File: src/rtl/pipeline_hazard_ctrl_pkg.sv
// Shared pipeline control types: stage indices,
// hazard FSM states and the per-stage control bundle.
package pipeline_hazard_ctrl_pkg;

  localparam int IFID  = 0;
  localparam int IDEX  = 1;
  localparam int EXMEM = 2;
  localparam int MEMWB = 3;

  typedef enum logic {
    RUN      = 1'b0,
    EXC_WAIT = 1'b1
  } ctrl_state_t;

  typedef struct packed {
    logic [3:0] stall;
    logic [3:0] bubble;
    logic [3:0] nullify;
    logic [3:0] keep_exception;
  } stage_ctrl_t;

endpackage

File: src/rtl/mdu_busy_counter.sv
// MDU busy countdown: loads on an accepted start,
// clears on a pipeline flush, else counts down.
module mdu_busy_counter #(
  parameter int MDU_CYCLES = 32
) (
  input  logic clk,
  input  logic reset_n,
  input  logic start,
  input  logic flush,
  output logic busy,
  output logic cancel
);

  localparam int CW = $clog2(MDU_CYCLES + 1);

  logic [CW-1:0] cnt_q;
  logic [CW-1:0] cnt_d;

  assign busy   = |cnt_q;
  assign cancel = flush & busy;

  always_comb begin
    cnt_d = cnt_q;
    if (flush) begin
      cnt_d = '0;
    end else if (start) begin
      cnt_d = CW'(MDU_CYCLES);
    end else if (busy) begin
      cnt_d = cnt_q - CW'(1);
    end
  end

  always_ff @(posedge clk or negedge reset_n) begin
    if (!reset_n) begin
      cnt_q <= '0;
    end else begin
      cnt_q <= cnt_d;
    end
  end

endmodule

File: src/rtl/pipeline_hazard_ctrl.sv
// Pipeline hazard controller: per-stage stall/bubble/nullify,
// PC hold, exception redirect and wrong-path kill tracking.
module pipeline_hazard_ctrl #(
  parameter int MDU_CYCLES  = 32,
  parameter int STALL_CNT_W = 32
) (
  input  logic                   clk,
  input  logic                   reset_n,
  input  logic                   exception_m,
  input  logic                   eret_m,
  input  logic                   dmem_wait,
  input  logic                   imem_wait,
  input  logic                   load_use_d,
  input  logic                   hilo_read_d,
  input  logic                   mdu_start,
  input  logic                   redirect_e,
  output logic [3:0]             stall,
  output logic [3:0]             bubble,
  output logic [3:0]             nullify,
  output logic [3:0]             keep_exception,
  output logic                   pc_stall,
  output logic                   exc_redirect,
  output logic                   mdu_busy,
  output logic                   mdu_cancel,
  output logic [STALL_CNT_W-1:0] stall_cycles
);

  import pipeline_hazard_ctrl_pkg::*;

  ctrl_state_t state_q, state_d;
  logic        pend_q, pend_d;
  logic [STALL_CNT_W-1:0] sc_q, sc_d;

  stage_ctrl_t ctrl;
  logic flush;
  logic flush_run;
  logic start_ok;
  logic ifid_frz;
  logic idex_frz;
  logic redir_smp;
  logic pc_stall_c;
  logic exc_redir_c;

  assign flush = exception_m | eret_m;

  always_comb begin
    ctrl        = '0;
    state_d     = state_q;
    pend_d      = pend_q;
    flush_run   = 1'b0;
    start_ok    = 1'b0;
    ifid_frz    = 1'b0;
    idex_frz    = 1'b0;
    redir_smp   = 1'b0;
    pc_stall_c  = 1'b0;
    exc_redir_c = 1'b0;
    if (reset_n) begin
      unique case (state_q)
        RUN: begin
          if (flush) begin
            flush_run                   = 1'b1;
            ctrl.nullify                = 4'b1111;
            ctrl.keep_exception[MEMWB]  = exception_m;
            pend_d                      = 1'b0;
            pc_stall_c                  = 1'b1;
            if (!imem_wait) begin
              exc_redir_c = 1'b1;
            end else begin
              state_d = EXC_WAIT;
            end
          end else begin
            if (dmem_wait) begin
              pc_stall_c          = 1'b1;
              ctrl.stall[EXMEM]   = 1'b1;
              ctrl.bubble[IDEX]   = 1'b1;
              ctrl.bubble[IFID]   = 1'b1;
              ctrl.nullify[MEMWB] = 1'b1;
            end else if ((hilo_read_d & mdu_busy)
                         | load_use_d) begin
              pc_stall_c         = 1'b1;
              ctrl.stall[IFID]   = 1'b1;
              ctrl.nullify[IDEX] = 1'b1;
            end else if (imem_wait) begin
              pc_stall_c         = 1'b1;
              ctrl.nullify[IFID] = 1'b1;
            end
            ifid_frz  = ctrl.stall[IFID] | ctrl.bubble[IFID];
            idex_frz  = ctrl.stall[IDEX] | ctrl.bubble[IDEX];
            redir_smp = redirect_e & ~idex_frz;
            start_ok  = mdu_start & ~idex_frz;
            // kill the wrong-path fetch now and the next one
            if ((redir_smp | pend_q) & ~ifid_frz) begin
              ctrl.nullify[IFID] = 1'b1;
            end
            if (redir_smp) begin
              pend_d = 1'b1;
            end else if (pend_q & ~ifid_frz & ~imem_wait) begin
              pend_d = 1'b0;
            end
          end
        end
        EXC_WAIT: begin
          ctrl.nullify[2:0] = 3'b111;
          pc_stall_c        = 1'b1;
          if (!imem_wait) begin
            exc_redir_c = 1'b1;
            state_d     = RUN;
          end
        end
        default: state_d = RUN;
      endcase
    end
  end

  always_comb begin
    sc_d = sc_q;
    if (pc_stall_c && !(&sc_q)) begin
      sc_d = sc_q + STALL_CNT_W'(1);
    end
  end

  always_ff @(posedge clk or negedge reset_n) begin
    if (!reset_n) begin
      state_q <= RUN;
      pend_q  <= 1'b0;
      sc_q    <= '0;
    end else begin
      state_q <= state_d;
      pend_q  <= pend_d;
      sc_q    <= sc_d;
    end
  end

  mdu_busy_counter #(
    .MDU_CYCLES(MDU_CYCLES)
  ) u_mdu (
    .clk    (clk),
    .reset_n(reset_n),
    .start  (start_ok),
    .flush  (flush_run),
    .busy   (mdu_busy),
    .cancel (mdu_cancel)
  );

  assign stall          = ctrl.stall;
  assign bubble         = ctrl.bubble;
  assign nullify        = ctrl.nullify;
  assign keep_exception = ctrl.keep_exception;
  assign pc_stall       = pc_stall_c;
  assign exc_redirect   = exc_redir_c;
  assign stall_cycles   = sc_q;

  for (genvar g = 0; g < 4; g++) begin : g_chk
    a_onehot: assert property (
      @(posedge clk) disable iff (!reset_n)
      $onehot0({stall[g], bubble[g], nullify[g]}));
  end

endmodule

File: config.mk
export PLATFORM = sky130hd
export DESIGN_NAME = pipeline_hazard_ctrl
export DESIGN_NICKNAME = d
export VERILOG_FILES = /design/src/rtl/pipeline_hazard_ctrl_pkg.sv /design/src/rtl/mdu_busy_counter.sv /design/src/rtl/pipeline_hazard_ctrl.sv
export SDC_FILE = /design/constraint.sdc
export NUM_CORES = 1
export LEC_CHECK = 0
export CORE_MARGIN = 2
export CORE_UTILIZATION = 40
export CTS_CLUSTER_DIAMETER = 80
export DETAILED_ROUTE_END_ITERATION = 16
export PLACE_DENSITY = 0.69
export SYNTH_ARGS = -nofsm -noshare
export SYNTH_HDL_FRONTEND = slang
export SYNTH_SLANG_ARGS = --single-unit
File: constraint.sdc
create_clock -name clk -period 1.9 [get_ports clk]
set_clock_uncertainty 0.05 [all_clocks]
set_input_delay 0.38 -clock clk [delete_from_list [all_inputs] [get_ports clk]]
set_output_delay 0.38 -clock clk [all_outputs]
set_load 0.05 [all_outputs]
== Yosys cells after proc, flatten, opt, wreduce, memory -nomap -nowiden ==
Cells that the tools add are included.
W data, S select, Z words.

* Register bits after elaboration: 40
* Input port bits: 10

* $add $sub $neg: 2
* Multiplexer cells: 51
* Bitwise gates (word level): 15
* Reduce and logical (&&, ||, !) cells: 7

{| class="wikitable"
|+ Operators by type and width
! cell !! count
|-
| $mux W1 || 35
|-
| $add A32 B1 Y32 const B || 1
|-
| $reduce_and A32 Y1 || 1
|-
| $mux W6 || 3
|-
| $mux W3 || 5
|-
| $and A1 B1 Y1 || 7
|-
| $mux W7 || 1
|-
| $mux W2 || 3
|-
| $pmux W1 S2 || 3
|-
| $pmux W3 S2 || 1
|-
| $reduce_bool A3 Y1 || 2
|-
| $reduce_or A6 Y1 || 1
|-
| $sub A6 B1 Y6 const B || 1
|-
| $not A1 Y1 || 4
|-
| $or A1 B1 Y1 || 4
|-
| $reduce_and A3 Y1 || 1
|-
| $logic_and A1 B1 Y1 || 1
|-
| $logic_not A1 Y1 || 1
|}

== Logic depth before layout (Yosys ltp) ==
Gate-level depths: netlist of run 1.

* Depth in word-level cells: 15
* Gate-level depth with buffers: 7
* Depth with buffers taken out: 6

== Modules after synthesis ==
A second synthesis of run 1 with hierarchy kept.

* Cell total of the unflattened synthesis: 220
* Area total of the unflattened synthesis: 2202.1 um^2

{| class="wikitable"
|+ Modules (own cells, without submodules)
! module !! instances !! cells each !! area an instance (um^2)
|-
| pipeline_hazard_ctrl || 1 || 185 || 1845.5
|-
| mdu_busy_counter || 1 || 35 || 356.6
|}

== Worst setup path before layout of run 1 ==
No wires, ideal clock.

* Path type: register -> output
* Start: reg u_mdu.cnt_q[3]
* End: out nullify[0]
* Data arrival time: 3.035 ns
* Setup slack: -1.565 ns
* Cell stages (with the launch flop): 6
* Path buffers: 0
* Cell sequence: dfrtp_1 -> nor3_1 -> nand3b_1 -> a21oi_1 -> o311ai_0 -> a21boi_0

* Word-level cells in the longest chain between the ends: 15

{| class="wikitable"
|+ Ends and longest elaborated chain
! what !! line !! RTL
|-
| start, declared || mdu_busy_counter.sv:16 || <nowiki>logic [CW-1:0] cnt_q;</nowiki>
|-
| start signal, assigned || mdu_busy_counter.sv:37 || <nowiki>cnt_q <= cnt_d;</nowiki>
|-
| $reduce_or A6 Y1 * || mdu_busy_counter.sv:19 || <nowiki>assign busy = |cnt_q;</nowiki>
|-
| named net mdu_busy || pipeline_hazard_ctrl.sv:23 || <nowiki>output logic mdu_busy,</nowiki>
|-
| $and A1 B1 Y1 * || pipeline_hazard_ctrl.sv:78 || <nowiki>end else if ((hilo_read_d & mdu_busy)</nowiki>
|-
| $or A1 B1 Y1 * || pipeline_hazard_ctrl.sv:79 || <nowiki>| load_use_d) begin</nowiki>
|-
| $mux W1 || pipeline_hazard_ctrl.sv:78 ||
|-
| $mux W1 || pipeline_hazard_ctrl.sv:72 || <nowiki>if (dmem_wait) begin</nowiki>
|-
| $mux W1 || pipeline_hazard_ctrl.sv:60 || <nowiki>if (flush) begin</nowiki>
|-
| $mux W1 || pipeline_hazard_ctrl.sv:58 || <nowiki>unique case (state_q)</nowiki>
|-
| $mux W1 || pipeline_hazard_ctrl.sv:57 || <nowiki>if (reset_n) begin</nowiki>
|-
| $or A1 B1 Y1 || pipeline_hazard_ctrl.sv:87 || <nowiki>ifid_frz = ctrl.stall[IFID] | ctrl.bubble[IFID];</nowiki>
|-
| $not A1 Y1 || pipeline_hazard_ctrl.sv:92 || <nowiki>if ((redir_smp | pend_q) & ~ifid_frz) begin</nowiki>
|-
| $and A1 B1 Y1 || pipeline_hazard_ctrl.sv:92 ||
|-
| $mux W1 * || pipeline_hazard_ctrl.sv:92 ||
|-
| $mux W2 * || pipeline_hazard_ctrl.sv:60 ||
|-
| $pmux W3 S2 * || pipeline_hazard_ctrl.sv:58 ||
|-
| $mux W7 * || pipeline_hazard_ctrl.sv:57 ||
|-
| end, declared || pipeline_hazard_ctrl.sv:19 || <nowiki>output logic [3:0] nullify,</nowiki>
|}

The timed path passes the listed nets; every way through them passes the cells marked *. The select of a mux whose other input is x is not followed.

== Final worst setup path of run 1 ==
* Start: reg u_mdu.cnt_q[3]
* End: out nullify[0]

* Word-level cells in the longest chain between the ends: 15

{| class="wikitable"
|+ Ends and longest elaborated chain
! what !! line
|-
| $reduce_or A6 Y1 * || mdu_busy_counter.sv:19
|-
| $and A1 B1 Y1 * || pipeline_hazard_ctrl.sv:78
|-
| $or A1 B1 Y1 * || pipeline_hazard_ctrl.sv:79
|-
| $mux W1 || pipeline_hazard_ctrl.sv:78
|-
| $mux W1 || pipeline_hazard_ctrl.sv:72
|-
| $mux W1 || pipeline_hazard_ctrl.sv:60
|-
| $mux W1 || pipeline_hazard_ctrl.sv:58
|-
| $mux W1 || pipeline_hazard_ctrl.sv:57
|-
| $or A1 B1 Y1 || pipeline_hazard_ctrl.sv:87
|-
| $not A1 Y1 || pipeline_hazard_ctrl.sv:92
|-
| $and A1 B1 Y1 || pipeline_hazard_ctrl.sv:92
|-
| $mux W1 * || pipeline_hazard_ctrl.sv:92
|-
| $mux W2 * || pipeline_hazard_ctrl.sv:60
|-
| $pmux W3 S2 * || pipeline_hazard_ctrl.sv:58
|-
| $mux W7 * || pipeline_hazard_ctrl.sv:57
|}

Every way passes the cells marked *; elsewhere a longest branch is shown, timed or not. The select of a mux whose other input is x is not followed.

==> impl_metrics.toml, run 1 <==
[layout]
area_growth_pct = 80.04
nets = 365
layoutNonFillerInstCount = 425
diodes = 0
drive_above_1_share = 0.6317

[yosys]
syn-instance-count = 224
synth_common_cells = "40 x dfrtp_1, 31 x xor2_1, 21 x nor3_1"
synth.distinct_cells = 45
yosysMostFrequentCell = "dfrtp_1"
synth.largest_area_cell = "dfrtp_1"
synth_top_flop_cell = "dfrtp_1"
syn_avg_cell_area_um2 = 9.993
synth_enable_flop_cells = 0
yosysSeqAreaShare = 0.4472
synth_area_leaders = "dfrtp_1 45%, xor2_1 12%, nor3_1 4.7%"
syn-cell-area_um2 = 2238
ys.warnings.count = 0
ys_ff_latch = 40
synthArstFlopShare = 1.000
synth_top_area_frac = 0.4472

[die]
pin_count = 62
die_area_um2 = 6210
start_util = 0.4115
rows = 27
core_area_um2 = 5439
die_width_um = 78.81
die_h_um = 78.81

[detailed_routing]
wl_per_cell_um = 15.31
ant_nets = 0
vias = 2171
drt_first_pass_iters = 4
viasPerCell = 5.108
wirelength_um = 6508
drc = 0
drt_first_iter_violations = 92

[hold_path]
min_path_type = "primary input to async pin"

[timing]
drv_slew = 0
tns_ps = -3126
final-setup-viol-count = 34
max_freq_mhz = 447.5
finalCritPeriodShare = 1.176
worst_slack_ps = -334.5
hold_violations = 0
relSlewSlack = 0.6472
fin_crit_ps = 2235
rsz0062_at_grt = "true"
holdWs_ps = 2.786
worst_pin_slew_ps = 526.8

[clocking]
cts-htree-levels = 2
worstSkewPairLatency_ps = 290
clk_pin_slew_ps = 80
clock_path_buffers = 2
clock_sinks = 40
cts_tree = "done"
clock-root-buffer = "clkbuf_8"
cts_buffers = 5

[setup_path]
worstPathCellList = "nor3_4 -> nand3b_1 -> a21oi_4 -> o311ai_4 -> a21boi_4 -> buf_12"
cp-end-kind = "output pin"
crit_path_start_kind = "flop"
critPathBufInv = 1
r2r_slack_ps = -140
cp_top_family = "compound AO/OA/AOI/OAI gates"
cpMaxStageDelayCell = "dfrtp_1"
arrival_ps = 1800
crit_fanout = 3
crit_required_ps = 1470
path_depth = 6
crit_path_max_incr_delay_ps = 410
critPathKind = "flop to output pin"
rr_worst_depth = 9

[outcome]
status = "finished with violations"
violations = "setup timing"

[global_route]
antenna_found_initial = 0
grt_max_degree = 18
grt_pass1_wl_um = 10540
grt_pass1_vias = 2202
track_usage = 0.2154
grt-ovfl-total = 0

[placed_design]
dp_slack_ps = -547.1
port_buffers = 54
hpwl_um = 4465
gp_congestion = 0.7726
dp.cells = 405

[run]
cap_violations = 0

[pwr]
peakVddDrop_uv = 960.4
leakage_nw = 1.840
power_mw = 3.704
power.density_nw_per_um2 = 919.1
-- cell type report --
type / instances / area (um2)
tap: 72 / 90.09
sequential: 40 / 1039
multi-input combinational: 170 / 1589
clock inverter: 2 / 10.01
clock buffer: 6 / 82.58
fill: 375 / 1409
timing repair buffer: 128 / 1190
inverter: 7 / 30.03
-- timing repair --
action                                 CTS  global route
buffers inserted                         8             3
setup endpoints to repair               44            44
hold buffers                             1             0
gates cloned                             1             0
pin swaps                               10            16
gates resized for setup                 40            15
endpoints found under the hold margin    2             0
-- placed cells by master, fill, tap and decap left out, types with 3 or more instances in the layout --
| master | instances |
|---|---|
| buf_6 | 13 |
| clkbuf_8 | 6 |
| dfrtp_1 | 10 |
| nand2_1 | 14 |
| clkdlybuf4s50_1 | 3 |
| xnor2_1 | 3 |
| buf_4 | 92 |
| buf_12 | 12 |
| nor4_4 | 5 |
| nand4_1 | 6 |
| inv_1 | 5 |
| nor2_1 | 10 |
| nor2b_1 | 3 |
| nor4_2 | 3 |
| xor2_1 | 31 |
| nor3_2 | 15 |
| and4_1 | 4 |
| a21oi_1 | 3 |
| nor2_2 | 4 |
| conb_1 | 7 |
| nor3b_2 | 3 |
| nor3_4 | 4 |
| nand3_1 | 9 |
| dfrtp_2 | 30 |
| o2111ai_4 | 3 |
-- where the power goes --
part	switching [mW]	internal [mW]
registers	0.147	1.04
clock network	0.300	0.290
logic	1.08	0.847
-- stage by stage --
step                      utilization  area, um2
after floorplan                     -       2587
after detailed placement       0.6577       3577
after global routing           0.7410       4030
final                          0.7410       4030
after global placement         0.6577       3577
after CTS                      0.7226       3930
-- worst register-to-register path, stage by stage (launching register included) --
cell and delay (ps):
dfrtp_1 410, nor3_4 240, buf_4 160, a41oi_4 150, buf_6 150, buf_6 130, o2111ai_4 270, buf_6 180
nor3_2 50, xor2_1 130
-- metal layers --
layer,up-vias,global-route usage,share of wire
li1,1037,-,-
met1,1079,0.2725,0.42
met4,0,0.05789,0.0094
met5,-,0,0
met2,50,0.3786,0.53
met3,5,0.03864,0.044
-- logic make-up (layout without fill, tap and decap cells) --
group	count (synthesis)	after routing	synth area share
mux	3	3	0.01677
compound gates	19	20	0.07323
other cells	1	7	0.001675
xor+xnor	34	34	0.1330
fa+ha+maj	3	3	0.01677
buf+inv	21	143	0.05478
flops	40	40	0.4472
simple gates	103	103	0.2566
-- sequential cells by signal, indices dropped and copies added (netlist names) --
register / count
u_mdu.cnt_q: 6
state_q: 1
pend_q: 1
stall_cycles: 32
-- worst paths after layout --
path	start	endpoint
worst max register to register	u_mdu.cnt_q[3]$_DFFE_PN0P_	stall_cycles[23]$_DFFE_PN0P_
max in group asynchronous	reset_n	state_q$_DFFE_PN0P_
worst min register to register	stall_cycles[10]$_DFFE_PN0P_	stall_cycles[10]$_DFFE_PN0P_
min in group clk	stall_cycles[10]$_DFFE_PN0P_	stall_cycles[10]$_DFFE_PN0P_
worst min-delay path	reset_n	pend_q$_DFFE_PN0P_
worst max-delay path	u_mdu.cnt_q[3]$_DFFE_PN0P_	nullify[0]
Note: power is estimated with default switching activity, not from simulation.
==> run 2: changes to the inputs <==
ABC_CLOCK_PERIOD_IN_PS = 1900   (was unset)
CTS_BUF_LIST = sky130_fd_sc_hd__clkbuf_4 sky130_fd_sc_hd__clkbuf_8   (was unset)
==> results of run 2 <==
No change in the layout: final DEF, timing and power equal those of run 1.
